<file path="config.mk">
export PLATFORM = sky130hd
export DESIGN_NAME = mul_div_unit_flat
export DESIGN_NICKNAME = d
export VERILOG_FILES = /design/src/rtl/mdu_pkg.sv /design/src/rtl/mul_div_unit_if.sv /design/src/rtl/mdu_sign_fix.sv /design/src/rtl/mul_div_unit.sv /design/src/flat_wrapper.sv
export SDC_FILE = /design/constraint.sdc
export NUM_CORES = 1
export LEC_CHECK = 0
export ABC_CLOCK_PERIOD_IN_PS = 7320
export BUFFER_PORTS_ARGS = -buffer_cell sky130_fd_sc_hd__buf_2
export CORE_ASPECT_RATIO = 0.8
export CORE_MARGIN = 2
export CORE_UTILIZATION = 50
export CTS_CLUSTER_DIAMETER = 30
export DETAILED_ROUTE_END_ITERATION = 10
export PLACE_DENSITY_LB_ADDON = 0.08
export REMOVE_ABC_BUFFERS = 1
export SETUP_SLACK_MARGIN = 0.1
export SLEW_MARGIN = 0
export SYNTH_ARGS = -nofsm -noshare
export SYNTH_HDL_FRONTEND = slang
export SYNTH_SLANG_ARGS = --single-unit
</file>
<file path="constraint.sdc">
create_clock -name Clock -period 7.32 [get_ports Clock]
set_clock_uncertainty 0.1 [all_clocks]
set_input_delay 0.732 -clock Clock [delete_from_list [all_inputs] [get_ports Clock]]
set_output_delay 0.732 -clock Clock [all_outputs]
set_load 0.01 [all_outputs]
</file>
<file path="src/rtl/mdu_pkg.sv">
// Shared definitions for the multiply/divide unit: op codes, FSM states,
// iteration count and small op-decode helpers.
package mdu_pkg;

  localparam int ITER_COUNT = 32;

  typedef enum logic [1:0] {
    OP_MULT  = 2'b00,
    OP_MULTU = 2'b01,
    OP_DIV   = 2'b10,
    OP_DIVU  = 2'b11
  } op_t;

  typedef enum logic [1:0] {
    ST_IDLE = 2'b00,
    ST_CALC = 2'b01,
    ST_FIX  = 2'b10,
    ST_DONE = 2'b11
  } state_t;

  function automatic logic op_is_div(input op_t op);
    return op[1];
  endfunction

  function automatic logic op_is_signed(input op_t op);
    return ~op[0];
  endfunction

endpackage

</file>
<file path="src/rtl/mul_div_unit_if.sv">
// Request / result bundle between the pipeline and the multiply/divide unit.
interface mul_div_unit_if;
  logic        Start;
  logic [1:0]  Op;
  logic [31:0] OperandA;
  logic [31:0] OperandB;
  logic        WriteHi;
  logic        WriteLo;
  logic [31:0] HiLoIn;
  logic        Busy;
  logic        Done;
  logic [31:0] Hi;
  logic [31:0] Lo;

  modport master (
    output Start, Op, OperandA, OperandB, WriteHi, WriteLo, HiLoIn,
    input  Busy, Done, Hi, Lo
  );

  modport slave (
    input  Start, Op, OperandA, OperandB, WriteHi, WriteLo, HiLoIn,
    output Busy, Done, Hi, Lo
  );
endinterface

</file>
<file path="src/rtl/mdu_sign_fix.sv">
// Combinational sign handling: operand magnitudes on the way in, and
// two's-complement correction of the raw magnitude result on the way out.
module mdu_sign_fix
  import mdu_pkg::*;
(
  input  op_t         op_in,
  input  logic [31:0] a_in,
  input  logic [31:0] b_in,
  output logic [31:0] mag_a,
  output logic [31:0] mag_b,
  output logic        neg_a,
  output logic        neg_b,
  input  op_t         op_q,
  input  logic        neg_a_q,
  input  logic        neg_b_q,
  input  logic [63:0] raw,
  input  logic        div_zero,
  output logic [31:0] hi_fix,
  output logic [31:0] lo_fix
);

  logic [63:0] prod_fix;
  logic [31:0] quo_fix;
  logic [31:0] rem_fix;
  logic        res_neg;

  // Magnitudes of the incoming operands; unsigned ops pass straight through.
  always_comb begin
    neg_a = op_is_signed(op_in) & a_in[31];
    neg_b = op_is_signed(op_in) & b_in[31];
    mag_a = neg_a ? (~a_in + 32'd1) : a_in;
    mag_b = neg_b ? (~b_in + 32'd1) : b_in;
  end

  // Apply result signs; divide-by-zero forces an all-ones quotient while the
  // remainder naturally comes back as the original dividend.
  always_comb begin
    res_neg  = neg_a_q ^ neg_b_q;
    prod_fix = res_neg ? (~raw + 64'd1) : raw;
    quo_fix  = res_neg ? (~raw[31:0] + 32'd1) : raw[31:0];
    rem_fix  = neg_a_q ? (~raw[63:32] + 32'd1) : raw[63:32];
    if (op_is_div(op_q)) begin
      hi_fix = rem_fix;
      lo_fix = div_zero ? 32'hFFFF_FFFF : quo_fix;
    end else begin
      hi_fix = prod_fix[63:32];
      lo_fix = prod_fix[31:0];
    end
  end

endmodule

</file>
<file path="src/rtl/mul_div_unit.sv">
// Iterative 32x32 multiply / 32/32 divide unit with architectural HI/LO.
//
//   state | meaning
//   IDLE  | waiting for Start; MTHI/MTLO writes allowed
//   CALC  | 32 shift/add or shift/subtract iterations on magnitudes
//   FIX   | sign correction; HI/LO written at the end of this cycle
//   DONE  | Done pulse; Start here chains the next operation directly
module mul_div_unit
  import mdu_pkg::*;
(
  input logic          Clock,
  input logic          Reset,
  mul_div_unit_if.slave bus
);

  state_t      state, state_nxt;
  logic [5:0]  iter_cnt;
  logic [63:0] work;
  logic [31:0] b_reg;
  op_t         op_q, op_in;
  logic        neg_a_q, neg_b_q;
  logic        accept, write_ok, busy, done;
  logic [31:0] hi_q, lo_q;

  logic [31:0] mag_a, mag_b;
  logic        neg_a, neg_b;
  logic [31:0] hi_fix, lo_fix;

  logic        sub;
  logic [32:0] add_x, add_y, add_sum;
  logic        ge;

  assign op_in = op_t'(bus.Op);

  mdu_sign_fix u_sign_fix (
    .op_in    (op_in),
    .a_in     (bus.OperandA),
    .b_in     (bus.OperandB),
    .mag_a    (mag_a),
    .mag_b    (mag_b),
    .neg_a    (neg_a),
    .neg_b    (neg_b),
    .op_q     (op_q),
    .neg_a_q  (neg_a_q),
    .neg_b_q  (neg_b_q),
    .raw      (work),
    .div_zero (b_reg == 32'd0),
    .hi_fix   (hi_fix),
    .lo_fix   (lo_fix)
  );

  // State register.
  always_ff @(posedge Clock or posedge Reset) begin
    if (Reset) state <= ST_IDLE;
    else       state <= state_nxt;
  end

  // Next-state logic; iter_cnt reaching 1 marks the last CALC edge.
  always_comb begin
    state_nxt = state;
    case (state)
      ST_IDLE: if (bus.Start) state_nxt = ST_CALC;
      ST_CALC: if (iter_cnt == 6'd1) state_nxt = ST_FIX;
      ST_FIX:  state_nxt = ST_DONE;
      ST_DONE: state_nxt = bus.Start ? ST_CALC : ST_IDLE;
      default: state_nxt = ST_IDLE;
    endcase
  end

  // State-decoded outputs and qualifiers.
  always_comb begin
    busy     = (state == ST_CALC) || (state == ST_FIX);
    done     = (state == ST_DONE);
    accept   = bus.Start && ((state == ST_IDLE) || (state == ST_DONE));
    write_ok = !busy && !accept;
  end

  // Shared 33-bit adder: add multiplicand for multiply, trial-subtract
  // divisor for divide. A set carry-in bit of the shifted remainder means it
  // already exceeds any 32-bit divisor.
  always_comb begin
    sub     = op_is_div(op_q);
    add_x   = sub ? {work[63:32], work[31]} : {1'b0, work[63:32]};
    add_y   = {1'b0, b_reg};
    add_sum = add_x + (add_y ^ {33{sub}}) + {32'd0, sub};
    ge      = add_x[32] | ~add_sum[32];
  end

  // Operand latch and iteration datapath on the shared working register.
  always_ff @(posedge Clock or posedge Reset) begin
    if (Reset) begin
      work     <= '0;
      b_reg    <= '0;
      op_q     <= OP_MULT;
      neg_a_q  <= 1'b0;
      neg_b_q  <= 1'b0;
      iter_cnt <= '0;
    end else if (accept) begin
      op_q     <= op_in;
      neg_a_q  <= neg_a;
      neg_b_q  <= neg_b;
      iter_cnt <= 6'(ITER_COUNT);
      if (op_is_div(op_in)) begin
        work  <= {32'd0, mag_a};
        b_reg <= mag_b;
      end else begin
        work  <= {32'd0, mag_b};
        b_reg <= mag_a;
      end
    end else if (state == ST_CALC) begin
      iter_cnt <= iter_cnt - 6'd1;
      if (sub)
        work <= {(ge ? add_sum[31:0] : add_x[31:0]), work[30:0], ge};
      else if (work[0])
        work <= {add_sum, work[31:1]};
      else
        work <= {1'b0, work[63:1]};
    end
  end

  // Architectural HI/LO: result load in FIX, MTHI/MTLO only when idle.
  always_ff @(posedge Clock or posedge Reset) begin
    if (Reset) begin
      hi_q <= '0;
      lo_q <= '0;
    end else if (state == ST_FIX) begin
      hi_q <= hi_fix;
      lo_q <= lo_fix;
    end else if (write_ok) begin
      if (bus.WriteHi) hi_q <= bus.HiLoIn;
      if (bus.WriteLo) lo_q <= bus.HiLoIn;
    end
  end

  assign bus.Busy = busy;
  assign bus.Done = done;
  assign bus.Hi   = hi_q;
  assign bus.Lo   = lo_q;

endmodule

</file>
<file path="src/flat_wrapper.sv">
// flat-port wrapper written by rule: the top's interface ports become plain ports
module mul_div_unit_flat import mdu_pkg::*;
  (Clock, Reset, bus_Start, bus_Op, bus_OperandA, bus_OperandB, bus_WriteHi, bus_WriteLo, bus_HiLoIn, bus_Busy, bus_Done, bus_Hi, bus_Lo);
  mul_div_unit_if bus_i ();
  input logic Clock;
  input logic Reset;
  input wire logic [$bits(bus_i.Start)-1:0] bus_Start;
  input wire logic [$bits(bus_i.Op)-1:0] bus_Op;
  input wire logic [$bits(bus_i.OperandA)-1:0] bus_OperandA;
  input wire logic [$bits(bus_i.OperandB)-1:0] bus_OperandB;
  input wire logic [$bits(bus_i.WriteHi)-1:0] bus_WriteHi;
  input wire logic [$bits(bus_i.WriteLo)-1:0] bus_WriteLo;
  input wire logic [$bits(bus_i.HiLoIn)-1:0] bus_HiLoIn;
  output wire logic [$bits(bus_i.Busy)-1:0] bus_Busy;
  output wire logic [$bits(bus_i.Done)-1:0] bus_Done;
  output wire logic [$bits(bus_i.Hi)-1:0] bus_Hi;
  output wire logic [$bits(bus_i.Lo)-1:0] bus_Lo;
  assign bus_i.Start = bus_Start;
  assign bus_i.Op = bus_Op;
  assign bus_i.OperandA = bus_OperandA;
  assign bus_i.OperandB = bus_OperandB;
  assign bus_i.WriteHi = bus_WriteHi;
  assign bus_i.WriteLo = bus_WriteLo;
  assign bus_i.HiLoIn = bus_HiLoIn;
  assign bus_Busy = bus_i.Busy;
  assign bus_Done = bus_i.Done;
  assign bus_Hi = bus_i.Hi;
  assign bus_Lo = bus_i.Lo;
  mul_div_unit u_core (.Clock(Clock), .Reset(Reset), .bus(bus_i));
endmodule
</file>
[Word level (Yosys, flattened, before mapping)]
Index checks and enable logic that the tools add are counted.
Word-level totals
  register bits after elaboration: 172
  input port bits: 103
  output and inout bits: 66
  word-level logic and storage cells: 78
Operators by class
  $add $sub $neg: 8
  eq/ne operators: 6
  mux-type cells: 28
  bitwise gates (word level): 12
  reduce and logical (&&, ||, !) cells: 15
Operators by type and width (count)
  $mux 32: 16
  $mux 64: 5
  $add 32x1->32 const B: 4
  $not 32->32: 4
  $add 64x1->64 const B: 1
  $not 64->64: 1
  $add 33x1->33: 1
  $add 33x33->33: 1
  $mux 33: 1
  $xor 32x33->33: 1
  $logic_not 32->1: 1
  $mux 6: 2
  $pmux 2 s4: 1
  $reduce_bool 2->1: 4
  $eq 6x1->1 const B: 1
  $reduce_and 2->1: 3
  $sub 6x1->6 const B: 1
  $eq 2x2->1 const B: 2
  $mux 2: 2
  $and 1x1->1: 2
  $eq 2x1->1 const B: 1
  $logic_and 1x1->1: 2
  $logic_not 1->1: 2
  $logic_not 2->1: 1
  7 further kinds: 9

[Longest topological paths before layout]
Gate-level depths: netlist of the first run.
  depth after elaboration: 9
  gate-level depth with buffers: 18
  mapped depth without buffers: 11

[Cells and area by module]
Synthesis of the first run repeated with hierarchy kept, for this count alone.
Unflattened totals
  cells, all modules: 1858
  area, all modules: 15344.7 sq um
By module, submodules not included
  mul_div_unit: times used 1, cells each 1313, area an instance 11876.4 sq um, seq. area each 4304.1 sq um
  mdu_sign_fix: times used 1, cells each 545, area an instance 3468.3 sq um, seq. area each 0.0 sq um

[Least setup slack after synthesis of the first run]
Ideal clock, no wire load.
  path type: register to register
  start point: register u_core.op_q[1]
  end point: register u_core.work[51]
  library setup time: 118 ps
  arrival time: 4397 ps
  required time: 7102 ps
  setup slack: 2705 ps
  cell stages (with the launch flop): 19
  buffers on the path: 8
  clock period less this slack: 4615 ps
  cell sequence: dfrtp_1 -> clkbuf_1 -> clkbuf_1 -> clkbuf_1 -> buf_1 -> buf_1 -> xor2_1 -> ha_1 -> buf_2 -> nand4_2 -> or3_1 -> or4_4 -> a31oi_2 -> or3_1 -> buf_6 -> buf_6 -> mux2i_1 -> a221oi_2 -> a21o_1
On the way
  cells in the longest elaborated chain, start to end: 9
  elaborated cells between the ends (all ways): 11
  classes of those cells: add/sub: 2; mux: 6; bitwise: 3
RTL lines
  start, declared: RTL line mul_div_unit.sv:20  | op_t op_q, op_in;
  start signal, assigned: RTL line mul_div_unit.sv:99  | op_q <= op_in;
  $mux 33 or $xor 32x33->33 (tied branches): RTL line mul_div_unit.sv:83, mul_div_unit.sv:85
  $add 33x33->33: RTL line mul_div_unit.sv:85  | add_sum = add_x + (add_y ^ {33{sub}}) + {32'd0, sub};
  $add 33x1->33: RTL line mul_div_unit.sv:85
  $not 1->1: RTL line mul_div_unit.sv:86  | ge = add_x[32] | ~add_sum[32];
  $or 1x1->1: RTL line mul_div_unit.sv:86
  $mux 32: RTL line mul_div_unit.sv:113  | work <= {(ge ? add_sum[31:0] : add_x[31:0]), work[30:0], ge};
  $mux 64 (*): RTL line mul_div_unit.sv:112  | if (sub)
  $mux 64 (*): RTL line mul_div_unit.sv:110  | end else if (state == ST_CALC) begin
  $mux 64 (*): RTL line mul_div_unit.sv:98  | end else if (accept) begin
  end signal, assigned: RTL line mul_div_unit.sv:113
  end signal, assigned: RTL line mul_div_unit.sv:115  | work <= {add_sum, work[31:1]};
  end signal, assigned: RTL line mul_div_unit.sv:117  | work <= {1'b0, work[63:1]};
  end, declared: RTL line mul_div_unit.sv:18  | logic [63:0] work;
Mark *: on every way between the ends. The rest lies on a longest branch, timed or not. The select of a mux whose other input is x is not followed.
A chain may end at the register's enable or synchronous reset.

[Worst setup path in the final report of the first run]
  start point: register u_core.op_q[1]
  end point: register u_core.work[56]
Same word-level chain as after synthesis.

==> results of run 1 <==
==> final timing paths <==
check                                   start                  to  slack (ps)
max                            u_core.op_q[1]     u_core.work[56]        2120
min                                     Reset   u_core.bus.Hi[10]         200
max reg2reg                    u_core.op_q[1]     u_core.work[56]        2120
min reg2reg                u_core.iter_cnt[5]  u_core.iter_cnt[5]         440
max in group asynchronous               Reset      u_core.op_q[1]        5510
min in group Clock         u_core.iter_cnt[5]  u_core.iter_cnt[5]         440
==> layout by cell type, fill, tap and decap left out, types with 15 or more instances in the layout <==
cell type	synthesis	routed
o31ai_1	21	21
xor2_1	112	112
clkbuf_16	0	17
nor3_1	37	36
nor2b_1	50	49
ha_1	42	40
mux2i_1	88	88
nand3_1	23	23
a21oi_1	159	159
nand2_1	199	199
nor2_1	122	122
o211ai_1	38	38
xnor2_1	72	72
mux2_2	37	37
dfrtp_1	171	170
o21ai_0	180	180
inv_1	30	29
a21o_1	15	15
buf_4	1	27
buf_2	10	168
nor4_1	21	21
a211oi_1	45	45
==> cells by family (layout without fill, tap and decap cells) <==
family	count (synthesis)	in the layout
AO/OA/AOI/OAI	591	591
XOR/XNOR	184	184
adder cells (fa/ha/maj)	43	43
buffers and inverters	188	259
flip-flops	171	171
multiplexers	126	126
AND/OR/NAND/NOR	542	542
==> per-layer routing <==
metal  wire, microns  global-route usage [%]
met1           23600                    48.1
met2           20900                    47.3
met3            4360                    6.60
met4             648                    6.31
met5               0                       0
==> power by group <==
group | total [mW] | switching [mW] | internal [mW]
Sequential | 2.12 | 0.709 | 1.41
Combinational | 6.46 | 3.97 | 2.49
Clock | 0.960 | 0.461 | 0.499
Total | 9.54 | 5.14 | 4.40
==> layout make-up <==
| type | instances | area (sq um) |
|---|---|---|
| Sequential cell | 171 | 4280 |
| Clock inverter | 14 | 170 |
| Fill cell | 2763 | 12800 |
| Multi-Input combinational cell | 1486 | 9850 |
| Inverter | 32 | 125 |
| Clock buffer | 18 | 439 |
| Tap cell | 377 | 472 |
| Timing Repair Buffer | 195 | 1040 |
==> reports/metrics.cfg, run 1 <==
[critical_path]
max_stage_delay_cell_worst_path = dfrtp_4
path_buf_inv = 2
timing.critical_path.to_type = flip-flop
critPathLaunchType = flip-flop
reg2regPathDepth = 12
critPathKind = flip-flop to flip-flop
worst_ep_arrival_time_ps = 5450
critical_path.max_fanout = 66
critPathRequiredTime_ps = 7580
cp_num_cells = 12
worstPathCellList = buf_4 > mux2_2 > ha_1 > a21oi_1 > o21a_1 > a2bb2oi_1 > a31oi_2 > nor3_2 > buf_4 > a21oi_1 > a21boi_0 > a211oi_1
gate_family_responsible_for_the_most_delay_along_the_worst_path = compound AO/OA/AOI/OAI gates
critical-path-max-stage-delay_ps = 1030

[detailed_routing]
firstDrtPassIters = 5
drc_errors = 0
dr_total_vias = 14126
routed_via_density = 6.16
route.detailed.wl_per_inst_microns = 21.6
wirelength_mm = 49.5
drt_iter0_drc = 1093
remaining_antenna_violation_count_after_routing = 0

[global_route]
global_route_total_overflow = 0
grt_start_max_net_pins = 111
first_global_vias = 12947
gr-usage-all-layers_pct = 32.0
antenna_found_initial = 0
grt_first_pass_wirelength_mm = 76.4

[layout]
utilization_pct = 56.1
largest_register_ff_count = 64
drive_gt1_share_pct = 15.6
design.final.nets = 2049
largest-register = u_core.work
area.growth.synth_to_final_pct = 10.5
post-route-cell-area_sq_um = 16400
post_layout_nonfiller_instances = 2293
n_antenna_cell = 0

[clock_tree]
holdBufCountCts = 0
tritoncts = built
clock_latency_ps = 460
postCtsSetupRepairBufs = 0
root_buffer = clkbuf_16
cts.sinks = 171
resized_after_cts = 0
cts.htree.levels = 4
clockBufferDepth = 2
clkSlewWorstSetupHoldPaths_ps = 80
numCtsBuffers = 17

[floorplanning]
number_of_placement_rows = 56
design.core.area_sq_um = 29200
floorplan.die.height_microns = 158
initial_utilization_pct = 50.8
io_pins = 169
die_area_sq_um = 31100
fp.dieW_microns = 197

[pwr]
leakage_dissipation_nw = 6.92
worst_ir_drop_vdd_mv = 0.282
total_power_mw = 9.54
pwr_density_cell_nw_per_um2 = 582

[sta]
timing.final.crit_period_ps = 5200
final_hold_slack_ps = 199
finalSetupViolCount = 0
rsz0062_at_grt = no
timing.setup.tns_ps = 0
final.period_utilization_pct = 71.0
worst_slew_pin_slew_ps = 1170
report.final.hold_viol_count = 0
worst_slack_ps = 2120
max_clock_freq_ghz = 0.192
max-slew-margin-rel_pct = 21.3
maxSlewViolCount = 0

[place]
placed_cell_area_sq_um = 15800
place.port_buffers = 168
placed_cells_incl_taps = 2261
gp_congestion = 0.976
detailed_place_hpwl_mm = 37.8
place_worst_setup_slack_ps = 2270

[synthesis]
combinational_family_with_the_most_area_after_synthesis = compound AO/OA/AOI/OAI gates
synth_top_cells_by_count = 199 x nand2_1, 180 x o21ai_0, 171 x dfrtp_1
postSynthCellCount = 1845
synth_xor_xnor_area_share_pct = 10.9
synthAdderAreaFrac_pct = 3.68
post_synth_main_area_contributors = dfrtp_1 29%, xor2_1 6.6%, o21ai_0 6.1%
yosys.area.top_type = dfrtp_1
yosys.cell_count.top_type = nand2_1
syn_avg_cell_area_sq_um = 8.04
synth_simple_gate_area_share_pct = 17.7
yosys_warnings = 0
synthesis.area_sq_um = 14800
asyncSetResetFlopFracSynth_pct = 100
yosysSeqAreaShare_pct = 28.9
compound_cell_area_share_of_the_yosys_netlist_pct = 25.1
synth-seq-cells = 171
yosysTopAreaCellShare_pct = 28.9
synthFlopType = dfrtp_1
synth-edff-count = 0
synth.lib_cells_used.distinct = 85
muxShareOfSynthArea_pct = 8.82

[job]
maxCapViolCount = 0

[worst_hold_path]
hp-class = primary input to asynchronous set/reset pin

[status]
outcome = completed

Note: power is estimated with default switching activity, not from simulation.
==> run 2, diff against run 1 <==
Settings changed: ABC_CLOCK_PERIOD_IN_PS 7320 to 5360.
Clock period 7.32 ns to 5.36 ns, I/O delays scaled along.
==> run 2 against run 1 <==
Compared with the run above: cell count increased by 0.26%; global-route usage increased by 0.39 points; first-iteration DRC count down 1.5%; sequential share of layout area down 0.087 points; combinational power is 38% higher; non-clock buffer count rose by 6; count of clock-buffer cells in the layout down 1; fmax increased by 17%; clock power is 37% higher; wire length rose by 0.76%; critical path depth unchanged; via count up 0.11%.
==> reports/metrics.cfg, run 2 (same netlist as run 1, synthesis figures left out) <==
[detailed_routing]
wirelength_mm = 49.9  ; +0.76%
remaining_antenna_violation_count_after_routing = 0  ; unchanged
routed_via_density = 6.15  ; -0.16%
drc_errors = 0  ; unchanged
firstDrtPassIters = 6  ; +1
route.detailed.wl_per_inst_microns = 21.7  ; +0.49%
dr_total_vias = 14141  ; +0.11%
drt_iter0_drc = 1077  ; -1.5%

[clock_tree]
root_buffer = clkbuf_16
tritoncts = built
cts.sinks = 171  ; unchanged
postCtsSetupRepairBufs = 0  ; unchanged
numCtsBuffers = 17  ; unchanged
clockBufferDepth = 2  ; unchanged
clkSlewWorstSetupHoldPaths_ps = 80  ; about the same
resized_after_cts = 0  ; unchanged
holdBufCountCts = 0  ; unchanged
clock_latency_ps = 440  ; -20 ps
cts.htree.levels = 4  ; unchanged

[job]
maxCapViolCount = 0  ; unchanged

[layout]
design.final.nets = 2055  ; +0.29%
n_antenna_cell = 0  ; unchanged
drive_gt1_share_pct = 15.9  ; +0.26 points
layout.filler_cells = 2801  ; +1.4%
largest-register = u_core.work
layout.cells.most_common = nand2_1
largest_register_ff_count = 64  ; unchanged
utilization_pct = 56.3  ; +0.19 points
highest_count_cells_in_the_layout_ignoring_fill_and_taps = 199 x nand2_1, 180 x o21ai_0, 170 x dfrtp_1, 168 x buf_2, 159 x a21oi_1
multi_input_area_sq_um = 9850  ; unchanged
area.growth.synth_to_final_pct = 10.9
area.sequential_sq_um = 4280  ; unchanged

[global_route]
gr-usage-all-layers_pct = 32.4  ; +0.39 points
grt_start_max_net_pins = 96  ; -14%
global_route_total_overflow = 0  ; unchanged
first_global_vias = 13048  ; +0.78%
grt_first_pass_wirelength_mm = 77.3  ; +1.1%
antenna_found_initial = 0  ; unchanged

[floorplanning]
floorplan.die.height_microns = 158  ; unchanged
number_of_placement_rows = 56  ; unchanged
initial_utilization_pct = 50.8  ; unchanged
die_area_sq_um = 31100  ; unchanged
io_pins = 169  ; unchanged
fp.dieW_microns = 197  ; unchanged
design.core.area_sq_um = 29200  ; unchanged

[sta]
timing.final.crit_period_ps = 4450  ; -750 ps
timing.setup.tns_ps = 0  ; unchanged
report.final.hold_viol_count = 0  ; unchanged
rsz0062_at_grt = no
max_clock_freq_ghz = 0.225  ; +17%
finalSetupViolCount = 0  ; unchanged
final.period_utilization_pct = 83.0  ; +12 points
final_hold_slack_ps = 117  ; -81.7 ps
max-slew-margin-rel_pct = 32.7  ; +11 points
worst_slew_pin_slew_ps = 1010  ; -167 ps
maxSlewViolCount = 0  ; unchanged

[critical_path]
critical_path.max_fanout = 47  ; -29%
worstPathCellList = buf_4 > xor2_1 > ha_1 > nand4_2 > or3_1 > or4_4 > a31oi_2 > or3_1 > buf_4 > mux2_2 > a21oi_1 > o21ai_0
timing.critical_path.to_type = flip-flop
critPathKind = flip-flop to flip-flop
critical-path-max-stage-delay_ps = 830  ; -200 ps
critPathRequiredTime_ps = 5570  ; -2010 ps
critPathLaunchType = flip-flop
worst_ep_arrival_time_ps = 4660  ; -790 ps
max_stage_delay_cell_worst_path = dfrtp_4

[pwr]
pwr_density_cell_nw_per_um2 = 797  ; +37%
leakage_dissipation_nw = 6.96  ; +0.58%
worst_ir_drop_vdd_mv = 0.343  ; +22%

[place]
gp_congestion = 1.03  ; +5.9%
place.port_buffers = 168  ; unchanged
detailed_place_hpwl_mm = 38.2  ; +1.2%

[status]
outcome = completed

[worst_hold_path]
hp-class = primary input to asynchronous set/reset pin

-- run 2: where the power goes --
| group | switching, mW | internal (mW) |
|---|---|---|
| Combinational | 5.47 | 3.43 |
| Sequential | 0.962 | 1.92 |
| Clock | 0.639 | 0.679 |
| Total | 7.07 | 6.03 |
-- run 2: stage by stage --
stage               cells  total power [mW]  setup slack, ps  area, sq um
floorplan            1689              8.83            -1760        14200
global placement     2267              11.5              986        15800
detailed placement   2267              11.6              949        15800
CTS                  2299              13.0              958        16400
global route         2299              14.2              558        16400
finish               2299              13.1              913        16400
-- run 2: path summary, 6_finish.rpt --
path                       slack (ps)                 to             start  cells past startpoint
max                               910    u_core.work[39]    u_core.op_q[1]                     12
min                               120   u_core.bus.Hi[8]             Reset                      2
max reg2reg                       910    u_core.work[39]    u_core.op_q[1]                     12
min reg2reg                       420   u_core.b_reg[26]  u_core.b_reg[26]                      2
max in group asynchronous        4060  u_core.bus.Lo[16]             Reset                      3
min in group Clock                280   u_core.bus.Lo[9]     bus_HiLoIn[9]                      3
-- run 2: final cells by class --
cell class,instances,share of cell area (%)
sequential,171,26.0
tap,377,2.87
timing repair buffer,201,6.62
clock buffer,17,2.59
clock inverter,15,1.18
multi-input combinational,1486,59.9
inverter,32,0.761
-- run 2: metal layers --
metal  up-vias  part of all wire (%)  track usage, %
met4         0                   2.5            10.6
met1      6702                    48            47.3
li1       6812                     -               -
met3        63                   8.7            7.82
met5         -                     0               0
met2       564                    41            46.6
-- run 2: worst max-delay path, delay by kind of cell (launching register included) --
family                     cells  cell delay, ps
and+or+nand+nor                4            1190
DFF                            1             830
buffers and inverters          2             750
AOI/OAI and AO/OA              3             460
adders and majority gates      1             440
muxes                          1             380
xor gates and xnor gates       1             120
==> run 3, diff against run 2 <==
Settings changed: ABC_AREA set to 1, ABC_CLOCK_PERIOD_IN_PS 5360 to 3740.
Clock period 5.36 ns to 3.74 ns, I/O delays scaled along.
==> run 3 against run 2 <==
Compared with the run above: sequential power increased by 32%; global-route usage increased by 5.1 points; non-clock buffer count increased by 37; count of clock-buffer cells in the layout unchanged; critical endpoint is now u_core.work[49]; largest cell class unchanged; highest routed layer is now met5.
==> reports/metrics.cfg, run 3 <==
[global_route]
first_global_vias = 16881  ; +29%
global_route_total_overflow = 0  ; unchanged
grt_start_max_net_pins = 82  ; -15%
grt_first_pass_wirelength_mm = 96.7  ; +25%
antenna_found_initial = 2  ; +2
gr-usage-all-layers_pct = 37.5  ; +5.1 points

[floorplanning]
number_of_placement_rows = 58  ; +3.6%
initial_utilization_pct = 50.9  ; +0.12 points
io_pins = 169  ; unchanged
fp.dieW_microns = 204  ; +3.9%
design.core.area_sq_um = 31500  ; +7.8%
die_area_sq_um = 33500  ; +7.9%
floorplan.die.height_microns = 164  ; +3.8%

[critical_path]
critPathLaunchType = flip-flop
most_common_cell_on_crit_path = nand2_1
critical-path-max-stage-delay_ps = 550  ; -280 ps
timing.reg2reg.setup_slack_ps = 330  ; -580 ps
gate_family_responsible_for_the_most_delay_along_the_worst_path = compound AO/OA/AOI/OAI gates
worstPathCellList = buf_12 > o21ai_0 > ha_1 > a21oi_1 > nand2_1 > nand2_1 > nand2_1 > a21oi_4 > nand2_2 > nand2_4 > nand2_8 > inv_8 > nand3_1 > o21ai_0 > nand2_1 > nand2_1 > nand2_1
critical_path.max_fanout = 41  ; -13%
r2r_start = u_core.op_q[1]
r2r_end = u_core.work[49]
critPathKind = flip-flop to flip-flop
worst_ep_arrival_time_ps = 3650  ; -1010 ps
critPathRequiredTime_ps = 3980  ; -1590 ps
timing.critical_path.to_type = flip-flop
reg2regPathDepth = 17  ; +5
path_buf_inv = 2  ; unchanged
max_stage_delay_cell_worst_path = dfrtp_4

[synthesis]
synth-edff-count = 0  ; unchanged
asyncSetResetFlopFracSynth_pct = 100  ; unchanged
post_synth_main_area_contributors = dfrtp_1 27%, nand2_1 17%, inv_1 6.5%
synthesis.area_sq_um = 16000  ; +8.0%
yosys_warnings = 0  ; unchanged
synthFlopType = dfrtp_1
syn_avg_cell_area_sq_um = 6.26  ; -22%
postSynthCellCount = 2558  ; +39%
yosys.area.top_type = dfrtp_1
yosys.cell_count.top_type = nand2_1
synth.lib_cells_used.distinct = 56  ; -34%
yosysSeqAreaShare_pct = 26.7  ; -2.1 points
yosysTopAreaCellShare_pct = 26.7  ; -2.1 points
synth_top_cells_by_count = 716 x nand2_1, 278 x inv_1, 230 x nor2_1
synth-seq-cells = 171  ; unchanged

[detailed_routing]
drt_iter0_drc = 1971  ; +83%
drc_errors = 0  ; unchanged
wirelength_mm = 63.0  ; +26%
routed_via_density = 5.92  ; -3.8%
dr_total_vias = 18571  ; +31%
firstDrtPassIters = 6  ; unchanged
route.detailed.wl_per_inst_microns = 20.1  ; -7.4%
remaining_antenna_violation_count_after_routing = 0  ; unchanged

[sta]
rsz0062_at_grt = no
timing.final.crit_period_ps = 3410  ; -1040 ps
report.final.hold_viol_count = 0  ; unchanged
max-slew-margin-rel_pct = 45.3  ; +13 points
final_hold_slack_ps = 86.1  ; -30.9 ps
worst_slew_pin_slew_ps = 820  ; -188 ps
final.period_utilization_pct = 91.2  ; +8.2 points
maxSlewViolCount = 0  ; unchanged
max_clock_freq_ghz = 0.293  ; +30%
timing.setup.tns_ps = 0  ; unchanged
finalSetupViolCount = 0  ; unchanged

[place]
gp_congestion = 0.978  ; -5.3%
detailed_place_hpwl_mm = 50.0  ; +31%
place.port_buffers = 168  ; unchanged

[layout]
layout.filler_cells = 3261  ; +16%
design.final.nets = 2850  ; +39%
drive_gt1_share_pct = 12.4  ; -3.4 points
area.growth.synth_to_final_pct = 13.4
largest-register = u_core.work
largest_register_ff_count = 64  ; unchanged
highest_count_cells_in_the_layout_ignoring_fill_and_taps = 716 x nand2_1, 276 x inv_1, 227 x nor2_1, 201 x o21ai_0, 191 x nand3_1
n_antenna_cell = 0  ; unchanged
layout.cells.most_common = nand2_1

[worst_hold_path]
holdCritStartpoint = bus_HiLoIn[12]
cells_on_worst_hold_path = 3
hp-class = primary input to flip-flop
worstHoldEndpoint = u_core.bus.Hi[12]

[pwr]
worst_ir_drop_vdd_mv = 0.923  ; +170%
pwr_density_cell_nw_per_um2 = 1180  ; +48%
leakage_dissipation_nw = 9.03  ; +30%

[clock_tree]
tritoncts = built
root_buffer = clkbuf_16
clkSlewWorstSetupHoldPaths_ps = 80  ; about the same
clockBufferDepth = 2  ; unchanged
cts.sinks = 171  ; unchanged
numCtsBuffers = 17  ; unchanged
clock_latency_ps = 460  ; +20 ps
cts.htree.levels = 4  ; unchanged

[status]
outcome = completed

[job]
maxCapViolCount = 0  ; unchanged

## run 3: worst max-delay path by stage
| stage | cells after the start | from | endpoint | slack [ps] |
|---|---|---|---|---|
| 6_report | 17 | u_core.op_q[1] | u_core.work[49] | 330 |
| 5_1_grt | 21 | u_core.op_q[1] | u_core.work[49] | 110 |
| 4_1_cts | 17 | u_core.op_q[1] | u_core.work[49] | 140 |
| 3_5_place_dp | 17 | u_core.op_q[1] | u_core.work[49] | 150 |
| 3_3_place_gp | 17 | u_core.op_q[1] | u_core.work[49] | 60 |
| 2_1_floorplan | 22 | u_core.op_q[1] | u_core.work[49] | -3880 |
## run 3: layout make-up
class,instances,area (sq um),area share [%]
Multi-Input combinational cell,1983,10200,55.9
Sequential cell,171,4280,23.6
Timing Repair Buffer,238,1440,7.94
Inverter,293,1110,6.12
Tap cell,420,526,2.89
Clock buffer,17,425,2.34
Clock inverter,15,228,1.25
## run 3: cells by family (layout without fill, tap and decap cells)
| group | count (synthesis) | after routing | synth area share, % |
|---|---|---|---|
| xor gates and xnor gates | 112 | 112 | 6.12 |
| DFF | 171 | 171 | 26.7 |
| AOI/OAI and AO/OA | 555 | 555 | 19.8 |
| buffers and inverters | 404 | 563 | 9.96 |
| and+or+nand+nor | 1273 | 1273 | 34.0 |
| adders and majority gates | 43 | 43 | 3.40 |
## run 3: what timing repair did
action | 4_1_cts | 5_1_grt
setup buffers | 0 | 3
resized for setup | 0 | 2
endpoints found under the hold margin | 19 | 0
endpoints found under the setup margin | 0 | 31
hold buffers | 1 | 0
## run 3: worst reg2reg max path, delay by kind of cell (launching register included)
kind | cells | cell delay, ps
AO/OA/AOI/OAI | 4 | 960
buffers and inverters | 2 | 390
adder cells (fa/ha/maj) | 1 | 380
flip-flops | 1 | 550
AND/OR/NAND/NOR | 10 | 900
## run 3: stage by stage
step	instances	total power [mW]	util, %	worst slack (ps)	instance area [sq um]
floorplan	2447	13.8	-	-3880	15500
global placement	3100	18.8	55.4	64.0	17500
detailed placement	3100	18.9	55.4	153	17500
CTS	3133	21.0	57.5	143	18100
global route	3137	23.2	57.7	108	18200
finish	3137	21.4	57.7	331	18200
## run 3: power by group
| part | switching [mW] | internal (mW) |
|---|---|---|
| Clock | 0.880 | 1.15 |
| Combinational | 10.5 | 5.11 |
| Sequential | 1.06 | 2.75 |
## run 3: layer usage
metal	track usage [%]	part of all wire [%]	vias up
met4	11.8	3.0	4
met3	8.31	10	142
li1	-	-	8719
met1	53.0	44	8732
met2	56.9	43	974
met5	0	0.040	-
